<file path="src/rtl/rota_dogrula_pkg.sv">
// ----------------------------------------------------------------------------
// rota_pkg
// Shared definitions for the route-code validator family.
//   ROTA_W          : width of a route code
//   ROTA_A..ROTA_D  : the four legal route codes
//   rota_listede()  : list-based membership helper for blocks that prefer an
//                     explicit table lookup over the bit-rule decoder
// ----------------------------------------------------------------------------
package rota_pkg;

    localparam int ROTA_W = 6;

    localparam logic [ROTA_W-1:0] ROTA_A = 6'h38;
    localparam logic [ROTA_W-1:0] ROTA_B = 6'h23;
    localparam logic [ROTA_W-1:0] ROTA_C = 6'h25;
    localparam logic [ROTA_W-1:0] ROTA_D = 6'h26;

    function automatic logic rota_listede(input logic [ROTA_W-1:0] r);
        return (r == ROTA_A) || (r == ROTA_B) || (r == ROTA_C) || (r == ROTA_D);
    endfunction

endpackage

</file>
<file path="src/rtl/rota_dogrula_comb.sv">
// ----------------------------------------------------------------------------
// rota_dogrula_comb
// Pure combinational route-code decoder, no registers.
// Ports:
//   rota       [5:0] in  : route code, bit 5 is MSB
//   rota_dogru       out : 1 iff rota is one of the four legal routes
// ----------------------------------------------------------------------------
module rota_dogrula_comb
    import rota_pkg::*;
(
    input  logic [ROTA_W-1:0] rota,
    output logic              rota_dogru
);

    logic [1:0] w_ust;
    logic [2:0] w_alt;
    logic       w_alt_sifir;
    logic       w_alt_iki;

    // Legal set expressed as a rule: MSB set, then either 11_000 or 00_xyz
    // with exactly two of x/y/z high.
    always_comb begin
        w_ust       = rota[4:3];
        w_alt       = rota[2:0];
        w_alt_sifir = (w_alt == 3'b000);
        w_alt_iki   = (w_alt == 3'b011) || (w_alt == 3'b101) || (w_alt == 3'b110);
        rota_dogru  = rota[5] &&
                      (((w_ust == 2'b11) && w_alt_sifir) ||
                       ((w_ust == 2'b00) && w_alt_iki));
    end

endmodule

</file>
<file path="src/rtl/sat_sayac.sv">
// ----------------------------------------------------------------------------
// sat_sayac
// Saturating up-counter with synchronous clear.
// Ports:
//   clk           in  : clock, rising edge
//   en            in  : count request for this cycle
//   clr           in  : synchronous clear, wins over en
//   count [W-1:0] out : current count, sticks at 2^W-1
// ----------------------------------------------------------------------------
module sat_sayac #(
    parameter int W = 8
) (
    input  logic         clk,
    input  logic         en,
    input  logic         clr,
    output logic [W-1:0] count
);

    logic [W-1:0] r_count;
    logic         w_dolu;

    assign w_dolu = (r_count == {W{1'b1}});

    always_ff @(posedge clk) begin
        if (clr) begin
            r_count <= '0;
        end else if (en && !w_dolu) begin
            r_count <= r_count + 1'b1;
        end
    end

    assign count = r_count;

endmodule

</file>
<file path="src/rtl/rota_dogrula.sv">
// ----------------------------------------------------------------------------
// rota_dogrula
// Route-code validator with status logic.
// Ports:
//   clk                    in  : system clock, rising edge
//   rst                    in  : synchronous reset, active high
//   rota         [5:0]     in  : route code
//   rota_gecerli           in  : sample strobe
//   rota_dogru             out : combinational verdict of rota
//   rota_dogru_q           out : verdict of the last sampled code
//   dogru_sayac  [CNT_W-1:0] out : saturating count of legal samples
//   hata_sayac   [CNT_W-1:0] out : saturating count of illegal samples
//   hata                   out : sticky, an illegal code was sampled
// ----------------------------------------------------------------------------
module rota_dogrula
    import rota_pkg::*;
#(
    parameter int CNT_W = 8
) (
    input  logic              clk,
    input  logic              rst,
    input  logic [ROTA_W-1:0] rota,
    input  logic              rota_gecerli,
    output logic              rota_dogru,
    output logic              rota_dogru_q,
    output logic [CNT_W-1:0]  dogru_sayac,
    output logic [CNT_W-1:0]  hata_sayac,
    output logic              hata
);

    logic w_dogru;
    logic w_dogru_en;
    logic w_hata_en;
    logic r_dogru_q;
    logic r_hata;

    rota_dogrula_comb u_comb (
        .rota       (rota),
        .rota_dogru (w_dogru)
    );

    // Verdict goes straight out; nothing registered sits on this path.
    assign rota_dogru = w_dogru;

    assign w_dogru_en = rota_gecerli && w_dogru;
    assign w_hata_en  = rota_gecerli && !w_dogru;

    sat_sayac #(.W(CNT_W)) u_dogru_sayac (
        .clk   (clk),
        .en    (w_dogru_en),
        .clr   (rst),
        .count (dogru_sayac)
    );

    sat_sayac #(.W(CNT_W)) u_hata_sayac (
        .clk   (clk),
        .en    (w_hata_en),
        .clr   (rst),
        .count (hata_sayac)
    );

    always_ff @(posedge clk) begin
        if (rst) begin
            r_dogru_q <= 1'b0;
            r_hata    <= 1'b0;
        end else if (rota_gecerli) begin
            r_dogru_q <= w_dogru;
            if (!w_dogru) begin
                r_hata <= 1'b1;
            end
        end
    end

    assign rota_dogru_q = r_dogru_q;
    assign hata         = r_hata;

endmodule

</file>
<file path="config.mk">
export PLATFORM = sky130hd
export DESIGN_NAME = rota_dogrula
export DESIGN_NICKNAME = d
export VERILOG_FILES = /design/src/rtl/rota_dogrula_pkg.sv /design/src/rtl/rota_dogrula_comb.sv /design/src/rtl/sat_sayac.sv /design/src/rtl/rota_dogrula.sv
export SDC_FILE = /design/constraint.sdc
export NUM_CORES = 1
export LEC_CHECK = 0
export ABC_AREA = 1
export CELL_PAD_IN_SITES_DETAIL_PLACEMENT = 0
export CELL_PAD_IN_SITES_GLOBAL_PLACEMENT = 2
export CORE_MARGIN = 5
export CORE_UTILIZATION = 27
export CTS_CLUSTER_DIAMETER = 120
export DETAILED_ROUTE_END_ITERATION = 8
export PLACE_DENSITY = 0.93
export SYNTH_ARGS = -nofsm -noshare
export SYNTH_HDL_FRONTEND = slang
export SYNTH_HIERARCHICAL = 1
export SYNTH_SLANG_ARGS = --single-unit
</file>
<file path="constraint.sdc">
create_clock -name clk -period 4.7 [get_ports clk]
set_input_delay 1.175 -clock clk [delete_from_list [all_inputs] [get_ports clk]]
set_output_delay 1.175 -clock clk [all_outputs]
set_load 0.01 [all_outputs]
</file>
==> impl_results.md <==
* Outcome: complete, no violations
* Via count at about 1.1k
* WL final at 2.41 mm
* Post-layout min period at 3840 ps
* CP Max Fanout at 3
* Gp weighted congestion at 0.689
* Peak VDD IR at roughly 0.12 mV
* Tcrit/Tclk final at 0.818
* Global route overflow at 0
* Initial antenna violation count at 0
* DP Worst Slack at roughly 840 ps
* Ant. Diodes at 0
* Final Hold Violating Endpoints at 0
* Row cnt at 23
* Worst hold path type: reg -> reg
* Post-synthesis xor/xnor area fraction at 0
* Die area at 5480 sq um
* TritonCTS clock tree: done
* Combinational Power Share at 0.124
* Drt via density at about 4.2
* Vias in the first global route at slightly below 1k
* Final instance area at 1440 sq um
* Fin util at 0.359
* Clock sinks at 18
* Storage element area at 360 sq um
* Slowest stage delay, CP at approximately 560 ps
* Synthesized Nets at between 150 and 200
* Largest delay share family, worst path: buffers and inverters
* Largest net degree at the start of global routing at 12
* Syn Area/Cell at 6.39 sq um
* CORE AREA at ~4000 sq um
* Tot GR Track Use at 0.0981
* Flop pwr share at 0.526
* Slew Limit Fails at 0
* Drt initial violations at 35
* Distinct cells, synth at 17
* Max_slew headroom at 0.759
* Mapped cell area at approximately 1100 sq um
* WS Path Type: in -> out
* Clock insertion delay at the later pin of the skew report at about 250 ps
* Commonest non-fill, non-tap cell in the layout: nand2_1
* Yosys warnings at 6
* Max cap viols at 0
* Drt pass-1 iters at 4
* Post-synthesis mux area share at 0
* DR WL/cell at about 9.7 um
* I/O Buffers at 27
* Final worst slack at between 800 and 900 ps
* Post-CTS sizing at 0
* PD cells at between 200 and 250 nW/um^2
* CTS HTree Levels at 1
* Hpwl dp at between 1.5 and 2 mm
* Most frequent cells in the layout: 52 x nand2_1, 27 x clkdlybuf4s50_1, 26 x inv_1, 26 x nor2_1, 18 x dfxtp_1
* I/O pin cnt at 28
* Register area share after synthesis at 0.326
* Simple-gate share of the synthesized area at 0.433
* Peak Freq at roughly 260 MHz
* Post-DP Area at around 1400 sq um
* Fill cells at 443
* Final ANT Viol Nets at 0
* Crit end category: primary output
* # DRC at 0
* NetSw at 0.0000706 W
* Post-synthesis adder-cell area fraction at 0.0226
* Setup Fix Bufs, Post-CTS at 0
* Clock transition at the registers of the reported paths at 70 ps
* Critical path buffers and inverters at 3
* Area of the multi-input gates at ~600 sq um
* Setup TNS at 0 ps
* Leakage at just over 0.6 nW
* Starting Density at 0.277
* Chip Width at about 74 um
* Fraction of power spent switching nets at 0.233
* Largest family of logic cells by synthesized area: simple AND/OR/NAND/NOR gates
* Crit path DAT at 2670 ps
* Share of cells above drive strength 1 at 0.0804
* Post-CTS Hold Fix Bufs at 0
* Die H at around 74 um
* Setup violators final at 0
* Worst-Margin Slew at roughly 360 ps
* CTS root buf: clkbuf_8
* Synth Area in Compound Gates at 0.0860
* First-pass GRT wire length at 4.20 mm
* CP Launch Type: input port
* RSZ-0062 raised after global routing: no
* Cells after Synth at 173
* Final setup skew at 1.16 ps
* Yosys reg bits at 18
* Slowest cell on crit path: clkdlybuf4s50_1
* Nets at 212
* Critical Path RT at ~3500 ps
* Clock share of power at 0.350
* Worst-path cell chain: clkdlybuf4s50_1, nand2_1, nand2_1, nand2_1, inv_1, nand2_1, a21oi_2, clkdlybuf4s50_1
* Max Root-Sink Buffers at 2
* Syn-to-layout area delta at 29.8%
* Internal power at between 0.0002 and 0.00025 W
* Cts bufs inserted at 3
* Most frequent CP cell: nand2_1
## Yosys cell counts
cell      number  share of area
nand2_1       52           0.18
inv_1         26          0.088
nor2_1        26          0.088
dfxtp_1       18           0.33
a21oi_1       14          0.063
nand3_1       12          0.054
buf_6          4          0.041
nand3b_1       4          0.027
nor2_4         4          0.041
nor2_2         3          0.017
a21oi_2        2          0.016
ha_1           2          0.023
nand3_2        2          0.018
inv_2          1         0.0034
nand2_2        1         0.0057
nand4_1        1         0.0057
o21bai_1       1         0.0068
## kinds of logic (layout without fill, tap and decap cells)
logic type,count (synthesis),after routing
and+or+nand+nor,105,105
DFF,18,18
AOI/OAI and AO/OA,17,17
buffers and inverters,31,57
adders and majority gates,2,2
## layout make-up
class / instances / area share
Clock buffer: 3 / 0.0288
Inverter: 27 / 0.0706
Multi-Input combinational cell: 124 / 0.418
Sequential cell: 18 / 0.251
Tap cell: 50 / 0.0436
Timing Repair Buffer: 27 / 0.188
## path summary, 6_finish.rpt
check	start	to	slack, ps	cells after the start
worst max-delay path	rota[1]	rota_dogru	860	8
worst min-delay path	hata	hata	470	2
worst max register to register	u_dogru_sayac/count[0]	u_dogru_sayac/count[4]	3290	6
worst min register to register	hata	hata	470	2
## flip-flops by register name, indices dropped and copies added (netlist names)
signal / flops
hata: 1
u_hata_sayac/count: 8
rota_dogru_q: 1
u_dogru_sayac/count: 8
## power by group through the flow
stage | sequential, W | clock [W] | combinational (W)
2_1_floorplan | 0.000164 | 0 | 0.0000192
6_report | 0.000159 | 0.000106 | 0.0000376
3_3_place_gp | 0.000163 | 0 | 0.0000380
4_1_cts | 0.000159 | 0.000115 | 0.0000382
3_5_place_dp | 0.000163 | 0 | 0.0000380
5_1_grt | 0.000160 | 0.000119 | 0.0000420
## through the flow
stage                     hold WS, ps  power [W]  cells
final                             469   0.000303    249
after detailed placement          463   0.000201    246
after global routing              506   0.000321    249
after CTS                         475   0.000312    249
after global placement            450   0.000201    246
after floorplan                   478   0.000183    173
## layer usage
metal / global-route usage / up-vias / share of wire
li1: - / 580 / -
met5: 0 / - / 0
met1: 0.118 / 458 / 0.47
met4: 0.0302 / 0 / 0.0091
met3: 0.0270 / 2 / 0.039
met2: 0.169 / 12 / 0.48
## worst register-to-register path, delay by kind of cell (launching register included)
| kind | cells | cell delay (ps) |
|---|---|---|
| flops | 1 | 400 |
| fa+ha+maj | 1 | 250 |
| buf+inv | 1 | 50 |
| simple gates | 3 | 380 |
| compound gates | 1 | 210 |
No activity file was read; power rests on OpenSTA's default activity.
